File: src/rtl/ram_stream_pkg.sv
// Shared types and helpers for the RAM-to-UART streamer.
// Optional checksum byte is enabled by defining RAM_STREAM_CHECKSUM_EN.
package ram_stream_pkg;

  typedef enum logic [3:0] {
    S_IDLE,
    S_READ,
    S_WAIT_DATA,
    S_LOAD,
    S_SEND,
    S_WAIT_TX,
    S_GAP,
    S_NEXT,
    S_DONE
  } state_t;

  localparam logic [7:0] CHECKSUM_INIT = 8'h00;

  function automatic int bytes_per_word(input int width);
    return width / 8;
  endfunction

endpackage

File: src/rtl/byte_serializer.sv
// Holds one RAM word and presents it MSB byte first; shift moves to the next byte.
module byte_serializer
  import ram_stream_pkg::*;
#(
  parameter int WIDTH = 24
) (
  input  logic             clk,
  input  logic             rst_n,
  input  logic             load_i,
  input  logic             shift_i,
  input  logic [WIDTH-1:0] word_i,
  output logic [7:0]       byte_o,
  output logic             last_o
);

  localparam int BPW  = bytes_per_word(WIDTH);
  localparam int IDXW = $clog2(BPW) + 1;

  logic [WIDTH-1:0] shreg_q, shreg_d;
  logic [IDXW-1:0]  idx_q, idx_d;

  always_comb begin
    shreg_d = shreg_q;
    idx_d   = idx_q;
    if (load_i) begin
      shreg_d = word_i;
      idx_d   = IDXW'(BPW - 1);
    end else if (shift_i) begin
      shreg_d = shreg_q << 8;
      idx_d   = idx_q - IDXW'(1);
    end
  end

  always_ff @(posedge clk or negedge rst_n) begin
    if (!rst_n) begin
      shreg_q <= '0;
      idx_q   <= '0;
    end else begin
      shreg_q <= shreg_d;
      idx_q   <= idx_d;
    end
  end

  assign byte_o = shreg_q[WIDTH-1 -: 8];
  assign last_o = (idx_q == '0);

endmodule

File: src/rtl/ram_uart_streamer.sv
// Streams a block of RAM words to uart_tx byte by byte, paced by tx_busy.
// Define RAM_STREAM_CHECKSUM_EN to append an XOR checksum byte after the data.
module ram_uart_streamer
  import ram_stream_pkg::*;
#(
  parameter int RAM_WIDTH    = 24,
  parameter int RAM_DEPTH    = 1024,
  parameter int READ_LATENCY = 1,
  parameter int GAP_CYCLES   = 0,
  localparam int ADDR_BITS   = $clog2(RAM_DEPTH)
) (
  input  logic                 clk,
  input  logic                 rst_n,
  input  logic                 start,
  input  logic [ADDR_BITS-1:0] base_addr,
  input  logic [ADDR_BITS:0]   length,
  output logic [ADDR_BITS-1:0] ram_addr,
  output logic                 ram_rd_en,
  input  logic [RAM_WIDTH-1:0] ram_data,
  output logic [7:0]           tx_data,
  output logic                 tx_start,
  input  logic                 tx_busy,
  output logic                 busy,
  output logic                 done
);

  if ((RAM_WIDTH % 8) != 0 || RAM_WIDTH < 8) begin : g_width_chk
    $error("RAM_WIDTH must be a non-zero multiple of 8");
  end

  localparam logic [ADDR_BITS:0]   DEPTH_L  = (ADDR_BITS+1)'(RAM_DEPTH);
  localparam logic [ADDR_BITS:0]   WCNT_ONE = (ADDR_BITS+1)'(1);
  localparam logic [ADDR_BITS-1:0] ADDR_MAX = ADDR_BITS'(RAM_DEPTH - 1);

  state_t               state_q, state_d;
  logic [ADDR_BITS-1:0] addr_q, addr_d;
  logic [ADDR_BITS:0]   wcnt_q, wcnt_d;
  logic [31:0]          lat_q, lat_d;
  logic [31:0]          gap_q, gap_d;
  logic                 first_q, first_d;
  logic                 done_q;
  logic                 ser_load, ser_shift, ser_last, route;
  logic [RAM_WIDTH-1:0] ser_word;

`ifdef RAM_STREAM_CHECKSUM_EN
  logic [7:0] cks_q;
  logic       cks_phase_q, cks_phase_d;
  logic       cks_load;
`endif

  always_comb begin
    state_d   = state_q;
    addr_d    = addr_q;
    wcnt_d    = wcnt_q;
    lat_d     = lat_q;
    gap_d     = gap_q;
    first_d   = first_q;
    ser_load  = 1'b0;
    ser_shift = 1'b0;
    tx_start  = 1'b0;
    route     = 1'b0;
`ifdef RAM_STREAM_CHECKSUM_EN
    cks_phase_d = cks_phase_q;
    cks_load    = 1'b0;
`endif
    case (state_q)
      S_IDLE: begin
        if (start) begin
          addr_d = base_addr;
          wcnt_d = (length > DEPTH_L) ? DEPTH_L : length;
`ifdef RAM_STREAM_CHECKSUM_EN
          cks_phase_d = 1'b0;
          if (length == '0) begin
            cks_load    = 1'b1;
            cks_phase_d = 1'b1;
            state_d     = S_SEND;
          end else begin
            state_d = S_READ;
          end
`else
          state_d = (length == '0) ? S_DONE : S_READ;
`endif
        end
      end
      S_READ: begin
        lat_d   = '0;
        state_d = S_WAIT_DATA;
      end
      S_WAIT_DATA: begin
        if (lat_q == 32'(READ_LATENCY - 1)) begin
          lat_d   = '0;
          state_d = S_LOAD;
        end else begin
          lat_d = lat_q + 32'd1;
        end
      end
      S_LOAD: begin
        ser_load = 1'b1;
        state_d  = S_SEND;
      end
      S_SEND: begin
        if (!tx_busy) begin
          tx_start = 1'b1;
          first_d  = 1'b1;
          state_d  = S_WAIT_TX;
        end
      end
      S_WAIT_TX: begin
        // uart_tx may not have raised tx_busy yet in the first cycle
        if (first_q) begin
          first_d = 1'b0;
        end else if (!tx_busy) begin
          if (GAP_CYCLES > 0) begin
            gap_d   = '0;
            state_d = S_GAP;
          end else begin
            route = 1'b1;
          end
        end
      end
      S_GAP: begin
        if (gap_q == 32'(GAP_CYCLES - 1)) begin
          gap_d = '0;
          route = 1'b1;
        end else begin
          gap_d = gap_q + 32'd1;
        end
      end
      S_NEXT: begin
        addr_d  = (addr_q == ADDR_MAX) ? '0 : addr_q + ADDR_BITS'(1);
        wcnt_d  = wcnt_q - WCNT_ONE;
        state_d = S_READ;
      end
      S_DONE: begin
        state_d = S_IDLE;
      end
      default: state_d = S_IDLE;
    endcase

    if (route) begin
`ifdef RAM_STREAM_CHECKSUM_EN
      if (cks_phase_q) begin
        state_d = S_DONE;
      end else
`endif
      if (!ser_last) begin
        ser_shift = 1'b1;
        state_d   = S_SEND;
      end else if (wcnt_q != WCNT_ONE) begin
        state_d = S_NEXT;
      end else begin
`ifdef RAM_STREAM_CHECKSUM_EN
        cks_load    = 1'b1;
        cks_phase_d = 1'b1;
        state_d     = S_SEND;
`else
        state_d = S_DONE;
`endif
      end
    end
  end

  always_ff @(posedge clk or negedge rst_n) begin
    if (!rst_n) begin
      state_q <= S_IDLE;
      addr_q  <= '0;
      wcnt_q  <= '0;
      lat_q   <= '0;
      gap_q   <= '0;
      first_q <= 1'b0;
      done_q  <= 1'b0;
    end else begin
      state_q <= state_d;
      addr_q  <= addr_d;
      wcnt_q  <= wcnt_d;
      lat_q   <= lat_d;
      gap_q   <= gap_d;
      first_q <= first_d;
      done_q  <= (state_q == S_DONE);
    end
  end

`ifdef RAM_STREAM_CHECKSUM_EN
  always_ff @(posedge clk or negedge rst_n) begin
    if (!rst_n) begin
      cks_q       <= CHECKSUM_INIT;
      cks_phase_q <= 1'b0;
    end else begin
      cks_phase_q <= cks_phase_d;
      if (state_q == S_IDLE && start) begin
        cks_q <= CHECKSUM_INIT;
      end else if (tx_start && !cks_phase_q) begin
        cks_q <= cks_q ^ tx_data;
      end
    end
  end

  // The checksum byte is loaded into the top byte of the serializer
  assign ser_word = cks_load
                  ? (RAM_WIDTH'((state_q == S_IDLE) ? CHECKSUM_INIT : cks_q) << (RAM_WIDTH - 8))
                  : ram_data;
`else
  assign ser_word = ram_data;
`endif

  byte_serializer #(
    .WIDTH (RAM_WIDTH)
  ) u_ser (
    .clk     (clk),
    .rst_n   (rst_n),
`ifdef RAM_STREAM_CHECKSUM_EN
    .load_i  (ser_load | cks_load),
`else
    .load_i  (ser_load),
`endif
    .shift_i (ser_shift),
    .word_i  (ser_word),
    .byte_o  (tx_data),
    .last_o  (ser_last)
  );

  assign ram_addr  = addr_q;
  assign ram_rd_en = (state_q == S_READ);
  assign busy      = (state_q != S_IDLE);
  assign done      = done_q;

endmodule
File: config.mk
export PLATFORM = sky130hd
export DESIGN_NAME = ram_uart_streamer
export DESIGN_NICKNAME = d
export VERILOG_FILES = /design/src/rtl/ram_stream_pkg.sv /design/src/rtl/byte_serializer.sv /design/src/rtl/ram_uart_streamer.sv
export SDC_FILE = /design/constraint.sdc
export NUM_CORES = 1
export LEC_CHECK = 0
export ABC_AREA = 1
export CORE_MARGIN = 3
export CORE_UTILIZATION = 47
export DETAILED_ROUTE_END_ITERATION = 8
export GPL_TIMING_DRIVEN = 0
export PLACE_DENSITY = 0.76
export SLEW_MARGIN = 10
export SYNTH_ARGS = -nofsm -noshare
export SYNTH_HDL_FRONTEND = slang
export SYNTH_SLANG_ARGS = --single-unit
File: constraint.sdc
create_clock -name clk -period 3.3 [get_ports clk]
set_input_delay 0.33 -clock clk [delete_from_list [all_inputs] [get_ports clk]]
set_output_delay 0.33 -clock clk [all_outputs]
set_load 0.01 [all_outputs]
=== After elaboration in Yosys (flattened, before gate mapping) ===
Cells that the tools add are included.

* Muxes and demuxes: 31
* Equal/unequal tests: 17
* Div/mod/pow operators: 0
* Reductions and logical operators: 13
* $mul: 0
* Shifts and indexed selects: 0
* Add/subtract/negate cells: 5
* Bitwise operators: 0
* $lt $le $gt $ge: 1

{| class="wikitable"
|+ Operators with widths
! cell !! count
|-
| $add A32 B1 Y32 const B || 2
|-
| $mux W32 || 2
|-
| $pmux W32 S2 || 1
|-
| $mux W24 || 2
|-
| $eq A32 B32 Y1 const B || 1
|-
| $logic_not A32 Y1 || 1
|-
| $mux W4 || 7
|-
| $pmux W4 S7 || 1
|-
| $mux W11 || 2
|-
| $pmux W11 S2 || 1
|-
| $mux W10 || 2
|-
| $pmux W10 S2 || 1
|-
| $eq A4 B3 Y1 const B || 4
|-
| $gt A11 B11 Y1 const B || 1
|-
| $logic_not A11 Y1 || 1
|-
| $ne A11 B1 Y1 const B || 1
|-
| $sub A11 B1 Y11 const B || 1
|-
| $add A10 B1 Y10 const B || 1
|-
| $eq A10 B10 Y1 const B || 1
|-
| $ne A3 B3 Y1 const B || 3
|-
| $eq A4 B2 Y1 const B || 2
|-
| $mux W1 || 8
|-
| $reduce_bool A2 Y1 || 4
|-
| $mux W3 || 2
|-
| other kinds (12) || 15
|}

* Bits in latches: 0
* Register bits after elaboration: 118
* RAM bits: 0
* Memory bits (read-only): 0
* Memories kept: 0

=== Logic depth before layout (Yosys ltp) ===
Gate-level depths: netlist of run 1.

* Depth after elaboration: 6
* Gate-level depth with buffers: 12
* Depth with buffers taken out: 12

=== By module ===
Synthesis of run 1 repeated with hierarchy kept, for this count alone.

* Cell total of the unflattened synthesis: 1,015
* Area total of the unflattened synthesis: 7,196.9 µm²

{| class="wikitable"
|+ Modules (own cells, without submodules)
! module !! cells each !! seq. area each (µm²) !! instances !! area an instance (µm²)
|-
| ram_uart_streamer || 868 || 2,277.2 || 1 || 5,913.2
|-
| byte_serializer || 147 || 675.6 || 1 || 1,283.7
|}

=== Least setup slack after synthesis of run 1 ===
OpenSTA, ideal clock, no wires.

* Path kind: register -> register
* Start point: register gap_q[0]
* End point: register u_ser.idx_q[1]
* Period minus slack after synthesis: 1,877 ps
* Arrival: 1,760 ps
* Setup time: 117 ps
* Data required time: 3,183 ps
* Stages on the path, launching flop included: 13
* Setup slack: 1,423 ps
* Cell sequence: dfrtp_1 > ha_1 > inv_1 > nor2_1 > nand3_4 > nor2_8 > nand2_4 > nand2_4 > nand2_2 > buf_6 > buf_6 > nand3_2 > nand2_1

* Longest elaborated chain between the ends: 5

{| class="wikitable"
|+ Ends and longest elaborated chain
! element !! line !! source
|-
| start: declaration || ram_uart_streamer.sv:39 || <nowiki>logic [31:0] gap_q, gap_d;</nowiki>
|-
| start signal: assignment || ram_uart_streamer.sv:177 || <nowiki>gap_q <= gap_d;</nowiki>
|-
| $eq A32 B32 Y1 || ram_uart_streamer.sv:122 || <nowiki>if (gap_q == 32'(GAP_CYCLES - 1)) begin</nowiki>
|-
| $mux W1 || ram_uart_streamer.sv:122 ||
|-
| $pmux W1 S2 || ram_uart_streamer.sv:66 || <nowiki>case (state_q)</nowiki>
|-
| $mux W1 || ram_uart_streamer.sv:140 || <nowiki>if (route) begin</nowiki>
|-
| $reduce_bool A2 Y1 (no source line) || - ||
|-
| end signal: assignment || byte_serializer.sv:40 || <nowiki>idx_q <= idx_d;</nowiki>
|-
| end: declaration || byte_serializer.sv:20 || <nowiki>logic [IDXW-1:0] idx_q, idx_d;</nowiki>
|}

Every way passes these cells.
A chain may end at the register's enable or synchronous reset.

=== Worst setup path in the final report of run 1 ===
* Start point: register state_q[1]
* End point: output tx_start

* Longest elaborated chain between the ends: 2

{| class="wikitable"
|+ Ends and longest elaborated chain
! element !! line !! source
|-
| start: declaration || ram_uart_streamer.sv:35 || <nowiki>state_t state_q, state_d;</nowiki>
|-
| start signal: assignment || ram_uart_streamer.sv:173 || <nowiki>state_q <= state_d;</nowiki>
|-
| $eq A4 B3 Y1 || ram_uart_streamer.sv:66 ||
|-
| $mux W1 || ram_uart_streamer.sv:66 ||
|-
| end: declaration || ram_uart_streamer.sv:21 || <nowiki>output logic tx_start,</nowiki>
|}

Every way passes these cells.

==> results of run 1 <==
-- report_power, final --
group / switching [mW] / leakage (nW) / total (mW) / internal [mW]
combinational: 1.17 / 2.33 / 1.94 / 0.770
sequential: 0.238 / 1.56 / 1.99 / 1.75
clock: 0.709 / 0.281 / 1.82 / 1.12
-- layout make-up --
type / count / area [um2]
inverters: 120 / 450
plain buffers: 29 / 173
multi-input cells: 795 / 3730
clock inverters: 14 / 151
repair buffers: 72 / 739
fillers: 1356 / 6010
flip-flops and latches: 118 / 2950
well taps: 184 / 230
clock buffers: 18 / 429
-- worst min-delay path by stage --
stage                     slack [ns]            from  depth (start not counted)              to
after floorplan                 0.03           rst_n                          0            done
after global placement          0.48  u_ser.idx_q[0]                          2  u_ser.idx_q[0]
after detailed placement        0.25           rst_n                          1       lat_q[18]
after CTS                       0.37           rst_n                          2       lat_q[18]
after global routing            0.39           rst_n                          2       lat_q[18]
final                           0.37           rst_n                          2       lat_q[18]
-- critical path, cell delays in order, from the launching register on --
cell and delay, ns:
dfrtp_1 0.44, nor2_1 0.19, inv_2 0.06, nor2_1 0.19, nand2_1 0.10, inv_1 0.06, clkdlybuf4s50_1 0.56
-- cells in the mapped netlist, drive strengths merged --
| cell type | n | share of area |
|---|---|---|
| o21bai | 2 | 0.0021 |
| a22oi | 6 | 0.0062 |
| clkbuf | 13 | 0.0067 |
| xnor2 | 4 | 0.0048 |
| buf | 16 | 0.017 |
| nor3 | 34 | 0.024 |
| xor2 | 20 | 0.024 |
| o211ai | 3 | 0.0031 |
| o311ai | 2 | 0.0024 |
| o22ai | 12 | 0.010 |
| nand2 | 368 | 0.19 |
| nor4 | 1 | 0.00086 |
| dfrtp | 118 | 0.40 |
| nor2 | 134 | 0.074 |
| a31oi | 4 | 0.0034 |
| ha | 8 | 0.014 |
| or2 | 3 | 0.0026 |
| nand3 | 112 | 0.085 |
| o221ai | 2 | 0.0024 |
| inv | 119 | 0.061 |
| o31ai | 1 | 0.0010 |
| o21ai | 41 | 0.028 |
| clkinv | 1 | 0.00051 |
| nor3b | 2 | 0.0021 |
| a21oi | 19 | 0.013 |
| and3 | 1 | 0.00086 |
| nand4 | 16 | 0.014 |
-- cells by family after synthesis --
family / after synthesis / share of synthesized area
adder cells (fa/ha/maj): 8 / 0.0137
AND/OR/NAND/NOR: 671 / 0.396
flip-flops: 118 / 0.404
XOR/XNOR: 24 / 0.0288
buffers and inverters: 149 / 0.0853
AO/OA/AOI/OAI: 92 / 0.0720
-- metal layers --
metal / global-route usage / share of wire
met5: 0 / 0
met4: 0.0629 / 0.010
met3: 0.0557 / 0.053
met2: 0.368 / 0.47
met1: 0.306 / 0.46
-- registers in the layout (all words and copies together), names as in the netlist --
signal	cells
done	1
first_q	1
gap_q	32
lat_q	32
ram_addr	10
state_q	4
u_ser.idx_q	3
u_ser.shreg_q	24
wcnt_q	11
==> key figures, run 1 <==
Drt
  – Via count: 7061
  – Post-detailed-routing wire length: around 18000 um
  – Vias per std cell: 5.23
  – Routed length per instance: 13.5 um
  – DRC Markers: 0
  – DRT iter0 DRCs: 669
  – 1st-pass router iterations: 5
  – ANT nets after route: 0

Place
  – I/O Buffers: 70
  – Gpl congestion: approximately 0.96
  – Worst slack, placed: 1.12 ns
  – Post-DP HPWL: ~13000 um
  – Placed cell area: approximately 0.0083 mm2
  – Dpl cells: roughly 1.3k

Timing
  – Period utilization: 0.712
  – Unrepaired setup endpoints after global routing: no
  – Setup WS post-layout: approximately 0.95 ns
  – Final hold violations: 0
  – Normalized max-slew margin: 0.424
  – Actual slew at the worst max-slew pin: 0.858 ns
  – WHS: 0.368 ns
  – Setup tns final: 0 ns
  – Layout Skew: 0.00836 ns
  – Final min period: between 2 and 2.5 ns
  – Final setup vio count: 0
  – Fin. max-slew vios: 0
  – Peak Freq: around 430 MHz

Outcome
  – Status: completed

Clock network
  – Worst-case clock buffer depth: 2
  – CTS Sinks: 118
  – Postcts setup bufs: 0
  – Cts bufs inserted: 17
  – H-tree depth: 4
  – Clock-pin slew on the worst setup and hold paths: 0.06 ns
  – TritonCTS clock tree: done
  – Clk Latency, worst-skew pair: 0.43 ns
  – Resize count post-CTS: 0
  – CTS Root Cell: clkbuf_16
  – Hold buffer count at CTS: 1

Finish
  – ANT cells: 0
  – Post-layout nets: 1210
  – Final core utilization: 0.596
  – Final cell count without fillers: roughly 1.4k
  – Final Instance Area: 0.00885 mm2
  – Most common library cell in the layout ignoring fill and taps: nand2_1
  – Commonest cells after routing, fill and taps aside: 361 x nand2_1, 131 x nor2_1, 118 x dfrtp_1
  – Layout cells sized above 1: 0.0703
  – Area added between synthesis and finish: 21.2%

Hold path
  – Hold WC Path Type: in -> async

Logic synthesis
  – Yosys warnings: 0
  – Cell Area, Synth: 0.00730 mm2
  – Register area share after synthesis: 0.404
  – Mean post-synth cell area: about 6.9 um2
  – Netlist cell types: 40
  – Syn Inst Count: 1062
  – Mapped Nets: 1119
  – Register bit total from synthesis: 118

Global route
  – Largest net degree at the start of global routing: 84
  – Gr usage total: 0.227
  – Gr ovfl total: 0
  – First-pass GRT wire length: 31000 um
  – Vias in the first global route: 6625
  – Antenna violations before repair: 0

Critical path
  – Kind of critical path: reg -> out
  – Worst r2r path cells: 12
  – Worst Path Required: 2.97 ns
  – Critical path startpoint: state_q[1]
  – Critical path arrival: 2.02 ns
  – CP Capture Point: tx_start
  – R2R Path End: u_ser.shreg_q[12]
  – Critical path endpoint category: output port
  – Crit start category: flip-flop
  – Register-to-register path setup slack: 1.08 ns
  – FF-to-FF Start: gap_q[0]
  – Top fanout value on the critical path: 6

Power
  – Peak VDD IR: 452 uV
  – Leakage: between 4 and 5 nW
  – Total power: between 5 and 6 mW
  – Pwr Density: 650 mW/mm2

Floorplan
  – IO Pins: 71
  – DIE AREA: 0.0171 mm2
  – Site Rows: 44
  – Initial Util: 0.491
  – Core area: ~0.015 mm2
  – Die Width: 131 um
  – Chip height: roughly 130 um

Run
  – MaxCap Viol Count: 0
(Power assumes the default switching activity.)
==> run 2: changes to the inputs <==
clock period = 2.3 ns   (was 3.3 ns; I/O delays follow)
==> run 2 against run 1 <==
  * Critical path depth unchanged
  * First-iteration DRC count decreased by 9.3%
  * Sequential share of layout area about the same
  * Core utilization increased by 0.067 points
  * Sequential cell count unchanged
  * Via count increased by 0.17%
  * Clock skew about the same
  * Clock power increased by 44%
  * Wire length about the same
  * Cell count unchanged
  * Worst hold slack got worse by 0.10 ns
  * Combinational power increased by 44%
  * Critical endpoint unchanged
  * Largest power group unchanged
==> key figures, run 2 (synthesis results as in run 1) <==
Finish
  – ANT cells: 0 (unchanged)
  – Final Instance Area: 0.00886 mm2 (+0.11%)
  – Post-layout nets: 1210 (unchanged)
  – Commonest cells after routing, fill and taps aside: 361 x nand2_1, 129 x nor2_1, 118 x dfrtp_1
  – Layout cells sized above 1: 0.0729 (+0.00257)
  – Final core utilization: 0.596 (+0.000673)
  – Biggest regs: gap_q: 32 flops, lat_q: 32 flops, u_ser.shreg_q: 24 flops
  – Most common library cell in the layout ignoring fill and taps: nand2_1
  – Area added between synthesis and finish: 21.4%

Power
  – Switching pwr: 3.05 mW (+44%)
  – Switching share of power: 0.369 (+0.000595)
  – Logic pwr share: 0.338 (about the same)
  – Internal power: 5.22 mW (+44%)
  – Pwr Density: 932 mW/mm2 (+43%)
  – Register share of total power: 0.345 (about the same)
  – Leakage: 4.17 nW (about the same)
  – Peak VDD IR: 648 uV (+43%)
  – Clk pwr share: 0.317 (about the same)

Place
  – Post-DP HPWL: 13300 um (unchanged)
  – Placed cell area: 0.00826 mm2 (unchanged)
  – Worst slack, placed: 0.116 ns (-1.00 ns)
  – I/O Buffers: 70 (unchanged)
  – Gpl congestion: 0.956 (unchanged)

Timing
  – Period utilization: 0.949
  – Actual slew at the worst max-slew pin: 0.624 ns (-0.234 ns)
  – Final min period: 2.18 ns
  – Layout Skew: 0.00866 ns (+0.000304 ns)
  – Final setup vio count: 0 (unchanged)
  – Peak Freq: about 460 MHz
  – Fin. max-slew vios: 0 (unchanged)
  – Final hold violations: 0 (unchanged)
  – Normalized max-slew margin: 0.582 (+0.159)
  – Setup WS post-layout: 0.116 ns (-0.834 ns)

Critical path
  – Kind of critical path: reg -> out
  – Critical path arrival: 1.95 ns (-0.07 ns)
  – Crit start category: flip-flop
  – Critical path endpoint category: output port
  – Family with the most delay on the worst path: buffers and inverters
  – Max incr delay on CP: 0.56 ns (about the same)
  – Worst Path Required: 2.07 ns (-0.90 ns)
  – Cells along the critical path: nor2_1, inv_2, nor2_2, nand2_1, inv_1, clkdlybuf4s50_1
  – WP buf/inv: 3 (unchanged)
  – Top fanout value on the critical path: 6 (unchanged)
  – Slowest CP cell: clkdlybuf4s50_1

Drt
  – 1st-pass router iterations: 5 (unchanged)
  – Via count: 7073 (+0.17%)
  – ANT nets after route: 0 (unchanged)
  – DRT iter0 DRCs: 607 (-9.3%)
  – Post-detailed-routing wire length: 18300 um (about the same)
  – Vias per std cell: 5.24 (+0.17%)
  – Routed length per instance: 13.5 um (about the same)
  – DRC Markers: 0 (unchanged)

Floorplan
  – DIE AREA: 0.0171 mm2 (unchanged)
  – Die Width: 131 um (unchanged)
  – Core area: 0.0149 mm2 (unchanged)
  – Chip height: 131 um (unchanged)
  – IO Pins: 71 (unchanged)
  – Initial Util: 0.491 (unchanged)
  – Site Rows: 44 (unchanged)

Outcome
  – Status: completed

Clock network
  – Clk Latency, worst-skew pair: 0.43 ns (about the same)
  – TritonCTS clock tree: done
  – H-tree depth: 4 (unchanged)
  – Worst-case clock buffer depth: 2 (unchanged)
  – CTS Root Cell: clkbuf_16
  – Postcts setup bufs: 0 (unchanged)
  – Clock-pin slew on the worst setup and hold paths: 0.06 ns (about the same)
  – CTS Sinks: 118 (unchanged)
  – Cts bufs inserted: 17 (unchanged)

Global route
  – Largest net degree at the start of global routing: 84 (unchanged)
  – Antenna violations before repair: 0 (unchanged)
  – First-pass GRT wire length: 31000 um (unchanged)
  – Vias in the first global route: 6625 (unchanged)
  – Gr ovfl total: 0 (unchanged)
  – Gr usage total: 0.227 (unchanged)

Run
  – MaxCap Viol Count: 0 (unchanged)

Hold path
  – Hold WC Path Type: in -> async
-- run 2: per-layer routing --
metal	share of wire	wire, um	global-route usage
met5	0	0	0
met4	0.0098	179	0.0629
met1	0.46	8470	0.306
met2	0.47	8640	0.368
met3	0.053	970	0.0557
-- run 2: path summary, 6_finish.rpt --
check	startpoint	to	slack [ns]	cells after the start
worst max-delay path	state_q[1]	tx_start	0.12	6
worst min-delay path	rst_n	lat_q[18]	0.27	2
worst max register to register	gap_q[0]	u_ser.shreg_q[12]	0.14	12
worst min register to register	u_ser.idx_q[0]	u_ser.idx_q[0]	0.50	2
max in group asynchronous	rst_n	gap_q[8]	1.29	3
min in group clk	ram_data[2]	u_ser.shreg_q[2]	0.34	3
-- run 2: through the flow --
stage / TNS [ns] / total power [mW] / hold WS [ns] / instances
after floorplan: 0 / 4.65 / -0.0656 / 1062
after global placement: -450.22 / 5.58 / 0.481 / 1316
after detailed placement: 0 / 5.65 / 0.154 / 1317
after CTS: 0 / 8.31 / 0.273 / 1350
after global routing: -0.0117 / 8.83 / 0.290 / 1350
final: 0 / 8.26 / 0.267 / 1350
-- run 2: layout make-up --
type	instances	area, um2
fillers	1355	6000
multi-input cells	795	3740
flip-flops and latches	118	2950
clock buffers	18	429
plain buffers	29	173
well taps	184	230
inverters	120	450
clock inverters	14	151
repair buffers	72	739
-- run 2: power by group through the flow --
stage          sequential, mW  combinational (mW)  clock, mW
2_1_floorplan            2.84                1.82          0
3_3_place_gp             2.87                2.72          0
3_5_place_dp             2.87                2.78          0
4_1_cts                  2.84                2.81       2.66
5_1_grt                  2.90                3.17       2.76
6_report                 2.85                2.79       2.62
-- run 2: what timing repair did --
action / CTS / global route
endpoints found under the setup margin: 0 / 26
resized for setup: 0 / 3
endpoints found under the hold margin: 35 / 0
hold buffers: 1 / 0
==> run 3: changes to the inputs <==
SETUP_SLACK_MARGIN = 0.15   (was not set)
==> run 3 against run 2 <==
  * Global-route usage about the same
  * Sequential share of layout area down 0.22 points
  * Core utilization increased by 0.40 points
  * Sequential power barely moved
  * Fmax rose by 8.6%
  * Die area is the same
  * Clock-buffer cell count is the same
  * Worst setup slack better by 0.17 ns
  * Clock skew is essentially flat
  * Worst hold slack gained 0.0013 ns
  * Cell count increased by 0.30%
==> key figures, run 3 (synthesis results as in run 1) <==
Outcome
  – Status: completed

Place
  – Worst slack, placed: 0.116 ns (unchanged)
  – Dpl cells: 1317 (unchanged)
  – Post-DP HPWL: 13300 um (unchanged)
  – Placed cell area: 0.00826 mm2 (unchanged)
  – Gpl congestion: 0.956 (unchanged)
  – I/O Buffers: 70 (unchanged)

Critical path
  – Family with the most delay on the worst path: simple AND/OR/NAND/NOR gates
  – Slowest CP cell: dfrtp_1
  – Kind of critical path: reg -> reg
  – Cells along the critical path: ha_2, inv_1, nor2_4, nand3_4, nor2_8, nand2_4, nand2_4, nand2_2, buf_6, buf_6, nand3_2, nand2_1
  – Worst Path Required: 2.62 ns (+0.55 ns)
  – WP buf/inv: 3 (unchanged)
  – Crit start category: flip-flop
  – Max incr delay on CP: 0.38 ns (-0.18 ns)
  – Top fanout value on the critical path: 10 (+4)
  – Critical path endpoint category: flip-flop
  – Critical path arrival: 2.33 ns (+0.38 ns)

Timing
  – Final hold violations: 0 (unchanged)
  – Normalized max-slew margin: 0.606 (+0.0233)
  – Peak Freq: 497 MHz (+8.6%)
  – WHS: 0.268 ns (+0.00129 ns)
  – Fin. max-slew vios: 0 (unchanged)
  – Layout Skew: 0.00854 ns (-0.000126 ns)
  – Setup tns final: 0 ns (unchanged)
  – Unrepaired setup endpoints after global routing: yes
  – Final min period: 2.01 ns (-0.172 ns)
  – Actual slew at the worst max-slew pin: 0.587 ns (-0.0372 ns)
  – Period utilization: 0.875 (-0.0749)
  – Setup WS post-layout: 0.289 ns (+0.172 ns)
  – Final setup vio count: 0 (unchanged)

Drt
  – Metal2 WL: 8710 um (+0.83%)
  – DRT iter0 DRCs: 654 (+7.7%)
  – DRC Markers: 0 (unchanged)
  – Post-detailed-routing wire length: 18400 um (+0.65%)
  – Max Used Layer: met4
  – 1st-pass router iterations: 5 (unchanged)
  – Routed length per instance: 13.6 um (+0.35%)
  – Wl on met1: 8430 um (-0.47%)
  – WL met3: 1070 um (+10%)
  – ANT nets after route: 0 (unchanged)
  – Via count: 7107 (+0.48%)
  – Vias per std cell: 5.25 (+0.18%)

Floorplan
  – Initial Util: 0.491 (unchanged)
  – Site Rows: 44 (unchanged)
  – Chip height: 131 um (unchanged)
  – IO Pins: 71 (unchanged)
  – DIE AREA: 0.0171 mm2 (unchanged)
  – Core area: 0.0149 mm2 (unchanged)
  – Die Width: 131 um (unchanged)

Run
  – MaxCap Viol Count: 0 (unchanged)

Power
  – Pwr Density: 933 mW/mm2 (about the same)
  – Clk pwr share: 0.315 (-0.002)
  – Switching share of power: 0.370 (+0.000892)
  – Register share of total power: 0.343 (-0.002)
  – Switching pwr: 3.08 mW (+0.97%)
  – Total power: 8.32 mW (+0.72%)
  – Peak VDD IR: 651 uV (+0.45%)
  – Internal power: 5.25 mW (+0.58%)
  – Logic pwr share: 0.342 (+0.004)
  – Leakage: 4.20 nW (+0.76%)

Finish
  – Register area: 0.00295 mm2 (unchanged)
  – Area added between synthesis and finish: 22.2%
  – Commonest cells after routing, fill and taps aside: 361 x nand2_1, 123 x nor2_1, 118 x dfrtp_1
  – Fillcell total: 1367 (+0.89%)
  – Post-layout nets: 1214 (+0.33%)
  – Layout cells sized above 1: 0.0838 (+0.0109)
  – Final core utilization: 0.600 (+0.00396)
  – Final Instance Area: 0.00892 mm2 (+0.66%)
  – Area of the multi-input gates: 0.00376 mm2 (+0.60%)
  – ANT cells: 0 (unchanged)
  – Final cell count without fillers: 1354 (+0.30%)
  – Most common library cell in the layout ignoring fill and taps: nand2_1
  – Biggest regs: gap_q: 32 flops, lat_q: 32 flops, u_ser.shreg_q: 24 flops

Global route
  – Gr usage total: 0.228 (+0.000258)
  – Gr ovfl total: 0 (unchanged)
  – Vias in the first global route: 6635 (+0.15%)
  – Antenna violations before repair: 0 (unchanged)
  – First-pass GRT wire length: 31000 um (+0.13%)
  – Largest net degree at the start of global routing: 84 (unchanged)

Clock network
  – Cts bufs inserted: 17 (unchanged)
  – CTS Root Cell: clkbuf_16
  – CTS Sinks: 118 (unchanged)
  – TritonCTS clock tree: done
  – Clk Latency, worst-skew pair: 0.43 ns (about the same)
  – H-tree depth: 4 (unchanged)
  – Worst-case clock buffer depth: 2 (unchanged)
  – Clock-pin slew on the worst setup and hold paths: 0.06 ns (about the same)

Hold path
  – Hold WC Path Type: in -> async
==> run 3: path summary, 6_finish.rpt <==
| path | from | cells past startpoint | endpoint | slack (ns) |
|---|---|---|---|---|
| min reg2reg | u_ser.idx_q[2] | 2 | u_ser.idx_q[2] | 0.50 |
| max | gap_q[0] | 12 | u_ser.shreg_q[12] | 0.29 |
| min | rst_n | 2 | lat_q[18] | 0.27 |
| max reg2reg | gap_q[0] | 12 | u_ser.shreg_q[12] | 0.29 |
| min in group clk | ram_data[2] | 3 | u_ser.shreg_q[2] | 0.33 |
| max in group asynchronous | rst_n | 3 | u_ser.shreg_q[8] | 1.31 |
==> run 3: repair_timing <==
item,CTS,global route
hold buffers,1,0
gates resized for setup,3,13
setup buffers,0,4
setup endpoints to repair,24,48
endpoints found under the hold margin,35,0
==> run 3: power groups by stage <==
stage	combinational, mW	clock [mW]	sequential [mW]
floorplan	1.82	0	2.84
global placement	2.72	0	2.87
detailed placement	2.78	0	2.87
CTS	2.81	2.66	2.84
global route	3.22	2.76	2.90
finish	2.85	2.62	2.85
==> run 3: area by class of cell <==
class                   instances  area share
multi-input cells             795       0.421
clock buffers                  18      0.0481
flip-flops and latches        118       0.331
inverters                     120      0.0509
plain buffers                  29      0.0195
repair buffers                 76      0.0864
well taps                     184      0.0258
clock inverters                14      0.0170
==> run 3: per-layer routing <==
| layer | track usage | vias to the layer above |
|---|---|---|
| met5 | 0 | - |
| met4 | 0.0629 | 0 |
| met3 | 0.0557 | 17 |
| met2 | 0.369 | 197 |
| met1 | 0.306 | 3302 |
| li1 | - | 3591 |
==> RTL change (settings of run 3) <==
The 9 states of `state_t` get a one-hot encoding in 9 bits.
--- a/src/rtl/ram_stream_pkg.sv
+++ b/src/rtl/ram_stream_pkg.sv
@@ -2,16 +2,16 @@
 // Optional checksum byte is enabled by defining RAM_STREAM_CHECKSUM_EN.
 package ram_stream_pkg;
 
-  typedef enum logic [3:0] {
-    S_IDLE,
-    S_READ,
-    S_WAIT_DATA,
-    S_LOAD,
-    S_SEND,
-    S_WAIT_TX,
-    S_GAP,
-    S_NEXT,
-    S_DONE
+  typedef enum logic [8:0] {
+    S_IDLE      = 9'b000000001,
+    S_READ      = 9'b000000010,
+    S_WAIT_DATA = 9'b000000100,
+    S_LOAD      = 9'b000001000,
+    S_SEND      = 9'b000010000,
+    S_WAIT_TX   = 9'b000100000,
+    S_GAP       = 9'b001000000,
+    S_NEXT      = 9'b010000000,
+    S_DONE      = 9'b100000000
   } state_t;
 
   localparam logic [7:0] CHECKSUM_INIT = 8'h00;
Check against the original RTL: no difference found for any inputs over 10 cycles, from zero or initial values and one cycle with rst_n low; not proved beyond that.
==> RTL change against run 3 <==
  * Core utilization shrank 0.93 points
  * Sequential power fell by 19%
  * Critical path depth is 8 lower
  * Cell count decreased by 27%
  * Worst setup slack improved by 0.027 ns
  * Cell area is 24% lower
  * Non-clock buffer count down 6
  * Sequential cell count is 28 lower
  * Fmax up 1.4%
  * Area after synthesis down 24%
  * Worst hold slack gained 0.12 ns
  * Total power decreased by 27%
  * Global-route usage down 1.1 points
  * Wire length down 27%
  * Critical endpoint is now ram_rd_en
==> RTL change: results (changes against run 3) <==
Run status:
- Run status: complete, no violations (unchanged).

Route:
- The number of nets with antenna violations after detailed routing came to 0 (unchanged).
- The via count is 5200 (was 7107).
- The final wirelength is 13400 µm (was 18400 µm).
- The number of detailed-routing iterations run before antenna repair came to 4 (was 5).
- The number of DRC violations after detailed-routing iteration 0 was 241 (was 654).

GRT:
- The global router's overall resource usage is 0.216 (was 0.228).
- The sum of overflow across all layers after global routing is 0 (unchanged).
- The first-pass GRT wire length is 22700 µm (was 31000 µm).
- The largest net degree at the start of global routing is 57 (was 84).

Synthesis:
- Most common library cells after synthesis: 155 x nand2_1, 139 x nor2_1, 89 x dfrtp_1, 75 x inv_1, 73 x nand3_1 (was 361 x nand2_1, 131 x nor2_1, 118 x dfrtp_1, 110 x inv_1, 101 x nand3_1).
- The synthesized net count is 807 (was 1119).
- The count of unique library cells instantiated by Yosys is 36 (was 40).
- Dominant cells by area after synthesis: dfrtp_1 40%, nand2_1 10%, nor2_1 9.4%, nand3_1 6.6%, inv_1 5.1% (was dfrtp_1 40%, nand2_1 19%, nand3_1 6.9%, nor2_1 6.7%, inv_1 5.7%).
- The number of warnings issued by yosys is 0 (unchanged).
- The async set-reset flop share out of synthesis is 1.00 (unchanged).

Pwr:
- The worst voltage drop across the vdd grid is 0.544 mV (was 0.651 mV).
- The static leakage is 3.00 nW (was 4.20 nW).

Timing:
- The clock skew after layout is 0.00821 ns (was 0.00854 ns).
- The remaining max-slew budget at the tightest pin came to 0.664 (was 0.606).
- The final hold slack is 0.393 ns (was 0.268 ns).

Layout:
- The share of post-route cells with drive strength above 1 is 0.0998 (was 0.0838).
- The total of fill cells in the finished design is 1042 (was 1367).
- The final layout net count is 893 (was 1214).

Critical path:
- The number of cell instances on the worst register-to-register path was 10 (was 12).
- The launching point of the worst reg2reg path is lat_q[0] (was gap_q[0]).
- The maximum fanout count along the critical path came to 5 (was 10).
- The critical path arrival is 1.75 ns (was 2.33 ns).
- The capture instance of the worst register-to-register path was state_q[8] (was u_ser.shreg_q[12]).
- The reg-to-reg setup timing slack was 0.44 ns (was 0.29 ns).

Clock tree:
- The clock insertion delay at the later pin of the skew report is 0.35 ns (was 0.43 ns).
- The H-tree depth was 3 (was 4).
- The TritonCTS buffer count is 9 (was 17).

Placed design:
- The number of buffers added on ports is 70 (unchanged).
- The detailed-placement wirelength estimate is 10100 µm (was 13300 µm).
- The post-detailed-placement cell area is 6460 µm² (was 8260 µm²).
- The weighted congestion reported at the end of routability-driven placement is 0.880 (was 0.956).
## RTL change: power breakdown
group	internal, W	total (W)	leakage, nW	switching (W)
clock network	0.000752	0.00145	0.139	0.000693
registers	0.00201	0.00232	1.16	0.000308
logic	0.00109	0.00232	1.71	0.00124
total	0.00385	0.00609	3.00	0.00224
## RTL change: kinds of logic (layout without fill, tap and decap cells)
logic type                 after synthesis  after routing  share of synthesized area
adders and majority gates                7              7                     0.0158
DFF                                     90             90                      0.406
AOI/OAI and AO/OA                      108            108                      0.111
xor gates and xnor gates                14             14                     0.0221
and+or+nand+nor                        425            425                      0.352
buffers and inverters                  107            198                     0.0929
## RTL change: worst max-delay path by stage
stage / depth (start not counted) / to / start / slack (ns)
after global routing: 4 / ram_rd_en / state_q[4] / 0.24
after global placement: 1 / u_ser.shreg_q[6] / rst_n / -2.48
final: 4 / ram_rd_en / state_q[4] / 0.32
after detailed placement: 6 / tx_start / state_q[3] / 0.47
after floorplan: 9 / wcnt_q[10] / wcnt_q[0] / 0.82
after CTS: 4 / ram_rd_en / state_q[4] / 0.18
## RTL change: critical path, stage by stage (launching register included)
cell and delay [ns]:
dfrtp_1 0.40, nor2_4 0.17, nand2_4 0.13, nor2_4 0.14, clkdlybuf4s50_1 0.55
## RTL change: stage by stage
stage,std cells,util,power [W],setup WS [ns]
after CTS,982,0.589,0.00607,0.177
after detailed placement,965,0.563,0.00461,0.474
final,985,0.591,0.00609,0.316
after floorplan,751,-,0.00377,0.822
after global routing,985,0.591,0.00651,0.240
after global placement,964,0.561,0.00457,-2.48
## RTL change: cell type report
type	instances	area [µm²]	share of cell area
Tap cell	143	179	0.0264
Timing Repair Buffer	75	759	0.112
Inverter	83	317	0.0467
Clock inverter	7	58.8	0.00868
Multi-Input combinational cell	554	2790	0.411
Buffer	24	199	0.0294
Clock buffer	9	225	0.0332
Sequential cell	90	2250	0.333
## RTL change: what timing repair did
item,CTS,global route
endpoints found under the hold margin,34,0
gates resized for setup,2,1
hold buffers,1,0
setup endpoints to repair,1,2
pin swaps,0,2
buffers inserted,0,3
## RTL change: routing by layer
layer | wire length (µm) | up-vias | GRT usage
met5 | 0 | - | 0
met4 | 236 | 0 | 0.0792
met3 | 677 | 19 | 0.0418
met2 | 6240 | 131 | 0.337
met1 | 6270 | 2434 | 0.299
li1 | - | 2616 | -
